[config.mk]
export PLATFORM = sky130hd
export DESIGN_NAME = m10k_row_arbiter_flat
export DESIGN_NICKNAME = d
export VERILOG_FILES = /design/src/rtl/m10k_row_arbiter_if.sv /design/src/rtl/m10k_row_arbiter.sv /design/src/flat_wrapper.sv
export SDC_FILE = /design/constraint.sdc
export NUM_CORES = 1
export LEC_CHECK = 0
export BUFFER_PORTS_ARGS = -buffer_cell sky130_fd_sc_hd__buf_2
export CAP_MARGIN = 25
export CORE_AREA = 2 2 506 508
export CTS_CLUSTER_SIZE = 8
export DETAILED_ROUTE_END_ITERATION = 8
export DIE_AREA = 0 0 508 510
export SYNTH_ARGS = -nofsm -noshare
export SYNTH_HDL_FRONTEND = slang
export SYNTH_SLANG_ARGS = --single-unit
export TNS_END_PERCENT = 20
[constraint.sdc]
create_clock -name i_clk -period 1.8 [get_ports i_clk]
set_clock_uncertainty 0.05 [all_clocks]
set_input_delay 0.18 -clock i_clk [delete_from_list [all_inputs] [get_ports i_clk]]
set_output_delay 0.18 -clock i_clk [all_outputs]
set_load 0.02 [all_outputs]
[src/rtl/m10k_row_arbiter_if.sv]
// Bundle between the two row-memory requesters, the round-robin arbiter and the single M10K port.
// The requester/host side uses the master modport and the arbiter uses the slave modport.
interface m10k_row_arbiter_if #(
    parameter int DATA_LEN     = 32,
    parameter int N            = 8,
    parameter int ADDRESS_SIZE = 4
);
    logic                      i_req0;
    logic                      i_req1;
    logic                      i_we0;
    logic                      i_we1;
    logic [ADDRESS_SIZE-1:0]   i_addr0;
    logic [ADDRESS_SIZE-1:0]   i_addr1;
    logic [DATA_LEN*N-1:0]     i_wdata0;
    logic [DATA_LEN*N-1:0]     i_wdata1;
    logic                      i_lock0;
    logic                      i_lock1;
    logic                      o_gnt0;
    logic                      o_gnt1;
    logic                      o_rvalid0;
    logic                      o_rvalid1;
    logic [DATA_LEN*N-1:0]     o_rdata;
    logic [ADDRESS_SIZE-1:0]   o_mem_address;
    logic                      o_mem_wr_en;
    logic [DATA_LEN*N-1:0]     o_mem_write_data;
    logic [DATA_LEN*N-1:0]     i_mem_read_data;
    logic [1:0]                o_owner;

    modport slave (
        input  i_req0, i_req1, i_we0, i_we1, i_addr0, i_addr1,
        input  i_wdata0, i_wdata1, i_lock0, i_lock1, i_mem_read_data,
        output o_gnt0, o_gnt1, o_rvalid0, o_rvalid1, o_rdata,
        output o_mem_address, o_mem_wr_en, o_mem_write_data, o_owner
    );

    modport master (
        output i_req0, i_req1, i_we0, i_we1, i_addr0, i_addr1,
        output i_wdata0, i_wdata1, i_lock0, i_lock1, i_mem_read_data,
        input  o_gnt0, o_gnt1, o_rvalid0, o_rvalid1, o_rdata,
        input  o_mem_address, o_mem_wr_en, o_mem_write_data, o_owner
    );
endinterface

[src/rtl/m10k_row_arbiter.sv]
// Round-robin arbiter sharing one 16-row M10K port between the row engine (side 0) and the host port (side 1).
// Define ROW_ARB_LOCK_EN to let a requester keep ownership of the port while its lock input is held.
module m10k_row_arbiter #(
    parameter int DATA_LEN     = 32,
    parameter int N            = 8,
    parameter int ADDRESS_SIZE = 4
) (
    input  logic                 i_clk,
    input  logic                 i_rstn,
    m10k_row_arbiter_if.slave    bus
);
    localparam int ROW_W = DATA_LEN * N;

    typedef enum logic [1:0] {
        ARB  = 2'd0,
        OWN0 = 2'd1,
        OWN1 = 2'd2
    } ownerState_e;

    ownerState_e               state_q, state_d;
    logic                      rrPtr_q, rrPtr_d;
    logic [ADDRESS_SIZE-1:0]   addr_q;
    logic                      rvalid0_q, rvalid1_q;
    logic                      gnt0, gnt1;
    logic                      lock0, lock1;
    logic [ADDRESS_SIZE-1:0]   memAddr;
    logic [ROW_W-1:0]          memWdata;

`ifdef ROW_ARB_LOCK_EN
    assign lock0 = bus.i_lock0;
    assign lock1 = bus.i_lock1;
`else
    assign lock0 = 1'b0;
    assign lock1 = 1'b0;
`endif

    // Grants are gated by reset so nothing reaches the memory while i_rstn is low.
    always_comb begin
        gnt0    = 1'b0;
        gnt1    = 1'b0;
        state_d = state_q;
        rrPtr_d = rrPtr_q;
        if (i_rstn) begin
            case (state_q)
                ARB: begin
                    if (bus.i_req0 && (!bus.i_req1 || !rrPtr_q)) begin
                        gnt0    = 1'b1;
                        rrPtr_d = 1'b1;
                        if (lock0) state_d = OWN0;
                    end else if (bus.i_req1) begin
                        gnt1    = 1'b1;
                        rrPtr_d = 1'b0;
                        if (lock1) state_d = OWN1;
                    end
                end
                OWN0: begin
                    gnt0 = bus.i_req0;
                    if (!bus.i_req0 || !lock0) begin
                        state_d = ARB;
                        rrPtr_d = 1'b1;
                    end
                end
                OWN1: begin
                    gnt1 = bus.i_req1;
                    if (!bus.i_req1 || !lock1) begin
                        state_d = ARB;
                        rrPtr_d = 1'b0;
                    end
                end
                default: state_d = ARB;
            endcase
        end
    end

    // With no grant the port keeps the last address, so the memory just repeats a harmless read.
    always_comb begin
        memAddr  = addr_q;
        memWdata = bus.i_wdata0;
        if (gnt0) begin
            memAddr = bus.i_addr0;
        end else if (gnt1) begin
            memAddr  = bus.i_addr1;
            memWdata = bus.i_wdata1;
        end
    end

    always_ff @(posedge i_clk or negedge i_rstn) begin
        if (!i_rstn) begin
            state_q   <= ARB;
            rrPtr_q   <= 1'b0;
            addr_q    <= '0;
            rvalid0_q <= 1'b0;
            rvalid1_q <= 1'b0;
        end else begin
            state_q   <= state_d;
            rrPtr_q   <= rrPtr_d;
            addr_q    <= memAddr;
            rvalid0_q <= gnt0 & ~bus.i_we0;
            rvalid1_q <= gnt1 & ~bus.i_we1;
        end
    end

    assign bus.o_gnt0           = gnt0;
    assign bus.o_gnt1           = gnt1;
    assign bus.o_mem_address    = memAddr;
    assign bus.o_mem_wr_en      = (gnt0 & bus.i_we0) | (gnt1 & bus.i_we1);
    assign bus.o_mem_write_data = memWdata;
    assign bus.o_rdata          = bus.i_mem_read_data;
    assign bus.o_rvalid0        = rvalid0_q;
    assign bus.o_rvalid1        = rvalid1_q;
    assign bus.o_owner          = state_q;
endmodule

[src/flat_wrapper.sv]
// flat-port wrapper written by rule: the top's interface ports become plain ports
module m10k_row_arbiter_flat 
#(
    parameter int DATA_LEN     = 32,
    parameter int N            = 8,
    parameter int ADDRESS_SIZE = 4
)
  (i_clk, i_rstn, bus_i_req0, bus_i_req1, bus_i_we0, bus_i_we1, bus_i_addr0, bus_i_addr1, bus_i_wdata0, bus_i_wdata1, bus_i_lock0, bus_i_lock1, bus_i_mem_read_data, bus_o_gnt0, bus_o_gnt1, bus_o_rvalid0, bus_o_rvalid1, bus_o_rdata, bus_o_mem_address, bus_o_mem_wr_en, bus_o_mem_write_data, bus_o_owner);
  m10k_row_arbiter_if #(.DATA_LEN(DATA_LEN), .N(N), .ADDRESS_SIZE(ADDRESS_SIZE)) bus_i ();
  input  logic i_clk;
  input  logic i_rstn;
  input wire logic [$bits(bus_i.i_req0)-1:0] bus_i_req0;
  input wire logic [$bits(bus_i.i_req1)-1:0] bus_i_req1;
  input wire logic [$bits(bus_i.i_we0)-1:0] bus_i_we0;
  input wire logic [$bits(bus_i.i_we1)-1:0] bus_i_we1;
  input wire logic [$bits(bus_i.i_addr0)-1:0] bus_i_addr0;
  input wire logic [$bits(bus_i.i_addr1)-1:0] bus_i_addr1;
  input wire logic [$bits(bus_i.i_wdata0)-1:0] bus_i_wdata0;
  input wire logic [$bits(bus_i.i_wdata1)-1:0] bus_i_wdata1;
  input wire logic [$bits(bus_i.i_lock0)-1:0] bus_i_lock0;
  input wire logic [$bits(bus_i.i_lock1)-1:0] bus_i_lock1;
  input wire logic [$bits(bus_i.i_mem_read_data)-1:0] bus_i_mem_read_data;
  output wire logic [$bits(bus_i.o_gnt0)-1:0] bus_o_gnt0;
  output wire logic [$bits(bus_i.o_gnt1)-1:0] bus_o_gnt1;
  output wire logic [$bits(bus_i.o_rvalid0)-1:0] bus_o_rvalid0;
  output wire logic [$bits(bus_i.o_rvalid1)-1:0] bus_o_rvalid1;
  output wire logic [$bits(bus_i.o_rdata)-1:0] bus_o_rdata;
  output wire logic [$bits(bus_i.o_mem_address)-1:0] bus_o_mem_address;
  output wire logic [$bits(bus_i.o_mem_wr_en)-1:0] bus_o_mem_wr_en;
  output wire logic [$bits(bus_i.o_mem_write_data)-1:0] bus_o_mem_write_data;
  output wire logic [$bits(bus_i.o_owner)-1:0] bus_o_owner;
  assign bus_i.i_req0 = bus_i_req0;
  assign bus_i.i_req1 = bus_i_req1;
  assign bus_i.i_we0 = bus_i_we0;
  assign bus_i.i_we1 = bus_i_we1;
  assign bus_i.i_addr0 = bus_i_addr0;
  assign bus_i.i_addr1 = bus_i_addr1;
  assign bus_i.i_wdata0 = bus_i_wdata0;
  assign bus_i.i_wdata1 = bus_i_wdata1;
  assign bus_i.i_lock0 = bus_i_lock0;
  assign bus_i.i_lock1 = bus_i_lock1;
  assign bus_i.i_mem_read_data = bus_i_mem_read_data;
  assign bus_o_gnt0 = bus_i.o_gnt0;
  assign bus_o_gnt1 = bus_i.o_gnt1;
  assign bus_o_rvalid0 = bus_i.o_rvalid0;
  assign bus_o_rvalid1 = bus_i.o_rvalid1;
  assign bus_o_rdata = bus_i.o_rdata;
  assign bus_o_mem_address = bus_i.o_mem_address;
  assign bus_o_mem_wr_en = bus_i.o_mem_wr_en;
  assign bus_o_mem_write_data = bus_i.o_mem_write_data;
  assign bus_o_owner = bus_i.o_owner;
  m10k_row_arbiter #(.DATA_LEN(DATA_LEN), .N(N), .ADDRESS_SIZE(ADDRESS_SIZE)) u_core (.i_clk(i_clk), .i_rstn(i_rstn), .bus(bus_i));
endmodule
==> results of run 1 <==
## registers in the layout (all words and copies together), names as in the netlist
| register | cells |
|---|---|
| u_core.bus.o_rvalid1 | 1 |
| u_core.addr_q | 4 |
| u_core.bus.o_rvalid0 | 1 |
| u_core.rrPtr_q | 1 |
## what timing repair did
action / 4_1_cts / 5_1_grt
pin swaps: 5 / 1
hold endpoints to repair: 7 / 0
setup endpoints to repair: 268 / 262
setup buffers: 5 / 1
resized for setup: 64 / 90
cloned: 1 / 4
hold buffers: 1 / 0
## layout make-up
class	count	area, µm²
flip-flops and latches	7	175
fillers	30000	240000
diodes	85	213
well taps	3366	4210
clock buffers	4	78.8
multi-input cells	284	3970
repair buffers	837	5110
inverters	2	16.3
## cell families after synthesis
family / count (synthesis) / synth area share [%]
flops: 7 / 2.79
compound gates: 9 / 0.936
simple gates: 17 / 1.41
mux: 256 / 58.9
buf+inv: 290 / 35.9
other cells: 1 / 0.0597
## cells in the final DEF, fill, tap and decap left out, drive strengths merged
cell	count
a21oi	4
a22o	1
and2b	1
buf	831
clkbuf	9
clkinvlp	1
conb	2
dfrtp	7
diode	85
dlygate4sd3	1
inv	1
mux2	256
nand2	4
nand3	1
nand4	4
nor2	2
nor3	4
o31ai	4
or2	1
## path summary, 6_finish.rpt
kind                                             to  slack (ps)  depth (start not counted)
max                        bus_o_mem_write_data[20]        -500                          6
min                            u_core.bus.o_rvalid1         150                          2
max reg2reg                    u_core.bus.o_rvalid1         -20                          6
min reg2reg                          u_core.rrPtr_q         550                          3
max in group asynchronous          u_core.addr_q[0]         620                          3
min in group asynchronous      u_core.bus.o_rvalid0         710                          3
## report_power, final
| part | switching, mW | internal (mW) | total [mW] |
|---|---|---|---|
| sequential | 0.00698 | 0.179 | 0.186 |
| combinational | 2.03 | 1.84 | 3.88 |
| clock | 0.124 | 0.299 | 0.423 |
## worst max-delay path, delay by kind of cell (launching register included)
kind | cells | cell delay, ps
flops | 1 | 370
mux | 1 | 330
buf+inv | 3 | 640
simple gates | 2 | 380
## per-layer routing
metal	vias up	part of all wire, %	global-route usage (%)
met5	-	0.31	1.74
li1	2961	-	-
met1	3376	34	13.2
met2	1632	38	18.0
met3	423	23	13.0
met4	52	3.9	3.40
## per-stage QoR
stage,cells,worst slack [ps]
6_report,4585,-503
5_1_grt,4532,-547
4_1_cts,4495,-512
3_5_place_dp,4484,-466
3_3_place_gp,4484,-474
2_1_floorplan,581,2.42
==> impl_metrics.env, run 1 <==
export IMPL_async_reset_ff_share_pct=100
export IMPL_ios=1307
export IMPL_place_congestion=0.863
export IMPL_violations="negative setup slack"
export IMPL_first_pass_iters=4
export IMPL_cts_tree="done"
export IMPL_synth_ff_type="dfrtp_1"
export IMPL_worst_path_max_delay_cell="dfrtp_1"
export IMPL_drt_total_wl_um=178000
export IMPL_synth_edf_count=0
export IMPL_ys_seq_area_share_pct=2.79
export IMPL_synthTopCellsByCount="260 x buf_4, 218 x mux2_4, 38 x mux2_2"
export IMPL_setup_tns_final_ps=-111820
export IMPL_min_period_over_period_pct=128
export IMPL_overflow=0
export IMPL_grt_max_degree=24
export IMPL_path_max_fanout=12
export IMPL_crit_type="reg -> out"
export IMPL_slew_headroom_pct=64.6
export IMPL_cts_root_buf="clkbuf_16"
export IMPL_cts_buffers=3
export IMPL_fin_total_pwr_mw=4.49
export IMPL_num_vias=8444
export IMPL_critPathMaxStageDelay_ps=370
export IMPL_whs_ps=148
export IMPL_synth_distinct_cells=19
export IMPL_core_area_um2=253000
export IMPL_placed_cell_area_um2=12700
export IMPL_avgViaCountPerCell=1.84
export IMPL_yosysMostFrequentCell="buf_4"
export IMPL_ys_warn_count=0
export IMPL_min_path_type="in -> reg"
export IMPL_clk_latency_ps=250
export IMPL_post_route_min_period_ps=2300
export IMPL_crit_required_ps=1570
export IMPL_fin_area_um2=13800
export IMPL_cts_buffer_depth=2
export IMPL_antenna_found_initial=270
export IMPL_syn_inst=580
export IMPL_fin_nets=1919
export IMPL_crit_path_cell_trace="and2b_1 -> or2_4 -> buf_16 -> clkbuf_16 -> mux2_2 -> buf_2"
export IMPL_synthToLayoutAreaGrowth_pct=119
export IMPL_ctsHtreeMaxLevel=1
export IMPL_synthesis_area_um2=6280
export IMPL_rsz0062_at_grt="yes"
export IMPL_leakage_nw=6.02
export IMPL_synth_top_area_share_pct=52.1
export IMPL_fp_dieH_um=510
export IMPL_hp_start="bus_i_we1"
export IMPL_hold_viol_final=0
export IMPL_postLayoutCoreUtil_pct=5.43
export IMPL_max_freq_mhz=434
export IMPL_yosys_register_bits=7
export IMPL_clk_pin_slew_ps=50
export IMPL_reg2reg_from="u_core.rrPtr_q"
export IMPL_drv_slew=0
export IMPL_die_area_um2=259000
export IMPL_first_iter_violations=338
export IMPL_cts_sinks=7
export IMPL_grt_pass1_vias=7018
export IMPL_synth_area_leaders="mux2_4 52%, buf_4 31%, mux2_2 6.8%, buf_6 4.5%, dfrtp_1 2.8%"
export IMPL_p_per_area_nw_per_um2=326
export IMPL_arrival_ps=2070
export IMPL_start_kind="flip-flop"
export IMPL_end_kind="output port"
export IMPL_ant_nets=0
export IMPL_cp_startpoint="u_core.rrPtr_q"
export IMPL_tightest_slew_ps=530
export IMPL_post_dp_hpwl_um=170000
export IMPL_drive_gt1_share_pct=97.6
export IMPL_num_rows=185
export IMPL_layout_setup_ws_ps=-503
export IMPL_setup_violations=262
export IMPL_grt_pass1_wl_um=189000
export IMPL_dieWidth_um=508
export IMPL_grt_usage_pct=12.9
export IMPL_yosysTopAreaCell="mux2_4"
export IMPL_vdd_drop_max_v=0.000223
export IMPL_maxCapViolations=0
export IMPL_status="complete, but fails checks"
export IMPL_avgSynthCellArea_um2=10.8
export IMPL_initial_utilization_pct=2.48
export IMPL_drc_errors=0
export IMPL_wl_per_cell_um=38.7
export IMPL_io_buffer_count=790
No activity file was read; power rests on OpenSTA's default activity.
==> run 2: changes to the inputs <==
--- a/config.mk
+++ b/config.mk
@@ -5,12 +5,12 @@
 export SDC_FILE = /design/constraint.sdc
 export NUM_CORES = 1
 export LEC_CHECK = 0
-export BUFFER_PORTS_ARGS = -buffer_cell sky130_fd_sc_hd__buf_2
 export CAP_MARGIN = 25
-export CORE_AREA = 2 2 506 508
+export CORE_AREA = 2 2 514 516
 export CTS_CLUSTER_SIZE = 8
 export DETAILED_ROUTE_END_ITERATION = 8
-export DIE_AREA = 0 0 508 510
+export DIE_AREA = 0 0 516 518
+export DONT_BUFFER_PORTS = 1
 export SYNTH_ARGS = -nofsm -noshare
 export SYNTH_HDL_FRONTEND = slang
 export SYNTH_SLANG_ARGS = --single-unit
==> run 2 against run 1 <==
  * The run still ends with negative setup slack left
  * Utilization is 1.7 points lower
  * Via count is 34% lower
  * Sequential cell count stayed put
  * Global-route usage is 0.22 points lower
  * Critical path type unchanged
==> impl_metrics.env, run 2 (synthesis gave the netlist of run 1 again) <==
export IMPL_status="complete, but fails checks"
export IMPL_hold_viol_final=0
export IMPL_p_clk_share_pct=11.3
export IMPL_largest_reg_flops=4
export IMPL_first_iter_violations=271
export IMPL_ios=1307
export IMPL_layout_commonest_cell="mux2_4"
export IMPL_clk_pin_slew_ps=40
export IMPL_r2r_end="u_core.addr_q[1]"
export IMPL_layout_setup_ws_ps=-360
export IMPL_holdPathStages=3
export IMPL_place_inst=3856
export IMPL_avgViaCountPerCell=1.41
export IMPL_fp_dieH_um=518
export IMPL_regMostFlops="u_core.addr_q"
export IMPL_rsz0062_at_grt="yes"
export IMPL_core_area_um2=262000
export IMPL_grt_max_degree=22
export IMPL_reg2reg_from="u_core.rrPtr_q"
export IMPL_start_kind="flip-flop"
export IMPL_arrival_ps=1930
export IMPL_leakage_nw=3.07
export IMPL_num_rows=188
export IMPL_tightest_slew_ps=514
export IMPL_switching_share_pct=53.7
export IMPL_end_kind="output port"
export IMPL_wl_per_cell_um=45.5
export IMPL_post_dp_hpwl_um=173000
export IMPL_path_max_fanout=12
export IMPL_drt_total_wl_um=178000
export IMPL_switchingPower_mw=1.87
export IMPL_violations="negative setup slack"
export IMPL_fin_nets=1151
export IMPL_grt_pass1_wl_um=188000
export IMPL_place_congestion=0.850
export IMPL_pre_cts_slack_ps=-165
export IMPL_whs_ps=201
export IMPL_grt_pass1_vias=4528
export IMPL_setup_tns_final_ps=-70950
export IMPL_max_freq_mhz=463
export IMPL_final_cells=3918
export IMPL_min_period_over_period_pct=120
export IMPL_internal_power_mw=1.61
export IMPL_crit_required_ps=1570
export IMPL_synthToLayoutAreaGrowth_pct=56.7
export IMPL_fin_area_um2=9840
export IMPL_overflow=0
export IMPL_min_path_type="in -> reg"
export IMPL_fin_total_pwr_mw=3.49
export IMPL_p_comb_share_pct=83.2
export IMPL_fillers=31100
export IMPL_cts_buffer_depth=2
export IMPL_first_pass_iters=4
export IMPL_r2r_setup_slack_ps=240
export IMPL_die_area_um2=267000
export IMPL_ff2ff_path_depth=8
export IMPL_drive_gt1_share_pct=91.5
export IMPL_ctsHtreeMaxLevel=1
export IMPL_ant_nets=0
export IMPL_placed_cell_area_um2=9080
export IMPL_dieWidth_um=516
export IMPL_cts_root_buf="clkbuf_16"
export IMPL_setup_violations=263
export IMPL_whs_endpoint="u_core.bus.o_rvalid0"
export IMPL_initial_utilization_pct=2.40
export IMPL_grt_usage_pct=12.7
export IMPL_vdd_drop_max_v=0.000271
export IMPL_postLayoutCoreUtil_pct=3.76
export IMPL_antenna_found_initial=271
export IMPL_num_vias=5541
export IMPL_post_route_min_period_ps=2160
export IMPL_cts_buffers=3
export IMPL_cts_tree="done"
export IMPL_hp_start="bus_i_req0"
export IMPL_drv_slew=0
export IMPL_slew_headroom_pct=65.6
export IMPL_io_buffer_count=0
export IMPL_clk_latency_ps=230
export IMPL_final_cell_mix="252 x mux2_4, 25 x buf_4, 16 x buf_12, 11 x buf_16, 11 x buf_6"
export IMPL_seq_power_share_pct=5.6
export IMPL_cts_sinks=7
export IMPL_maxCapViolations=0
export IMPL_crit_type="reg -> out"
export IMPL_cp_startpoint="u_core.rrPtr_q"
export IMPL_p_per_area_nw_per_um2=354
export IMPL_drc_errors=0
run 2: how the worst max path moves through the flow:
stage | slack, ps | end
5_1_grt | -420 | bus_o_mem_write_data[167]
6_report | -360 | bus_o_mem_write_data[157]
3_5_place_dp | -170 | bus_o_mem_write_data[94]
3_3_place_gp | -110 | bus_o_mem_write_data[255]
2_1_floorplan | 2 | bus_o_mem_wr_en
4_1_cts | -380 | bus_o_mem_write_data[167]
run 2: per-layer routing:
metal	routed length, µm	part of all wire (%)	track usage, %	up-vias
li1	-	-	-	1359
met1	53700	30	11.3	2207
met2	69100	39	17.9	1455
met3	50600	28	16.3	434
met4	4090	2.3	1.85	86
met5	721	0.40	0.559	-
run 2: critical path, cell delays in order (launching register included):
cell and delay, ps:
dfrtp_1 330, and2b_1 190, or2_4 270, buf_12 170
buf_16 160, buf_12 160, mux2_4 370
run 2: final cells by class:
class	count	area, µm²	share of cell area, %
Clock buffer	4	78.8	0.801
Antenna cell	37	92.6	0.941
Tap cell	3515	4400	44.7
Timing Repair Buffer	69	1040	10.6
Multi-Input combinational cell	284	4050	41.1
Inverter	2	10.0	0.102
Sequential cell	7	175	1.78
run 2: timing repair:
| action | CTS | global route |
|---|---|---|
| hold buffers | 3 | 0 |
| cloned | 7 | 3 |
| pin swaps | 0 | 3 |
| gates resized for setup | 35 | 28 |
| hold endpoints to repair | 9 | 0 |
| buffers inserted | 3 | 5 |
| endpoints found under the setup margin | 263 | 263 |
run 2: power by group through the flow:
stage | Sequential [mW] | Combinational (mW) | Clock, mW
final | 0.194 | 2.90 | 0.393
after global placement | 0.195 | 2.75 | 0
after floorplan | 0.189 | 2.62 | 0
after CTS | 0.195 | 2.90 | 0.403
after global routing | 0.196 | 3.09 | 0.421
after detailed placement | 0.198 | 2.74 | 0
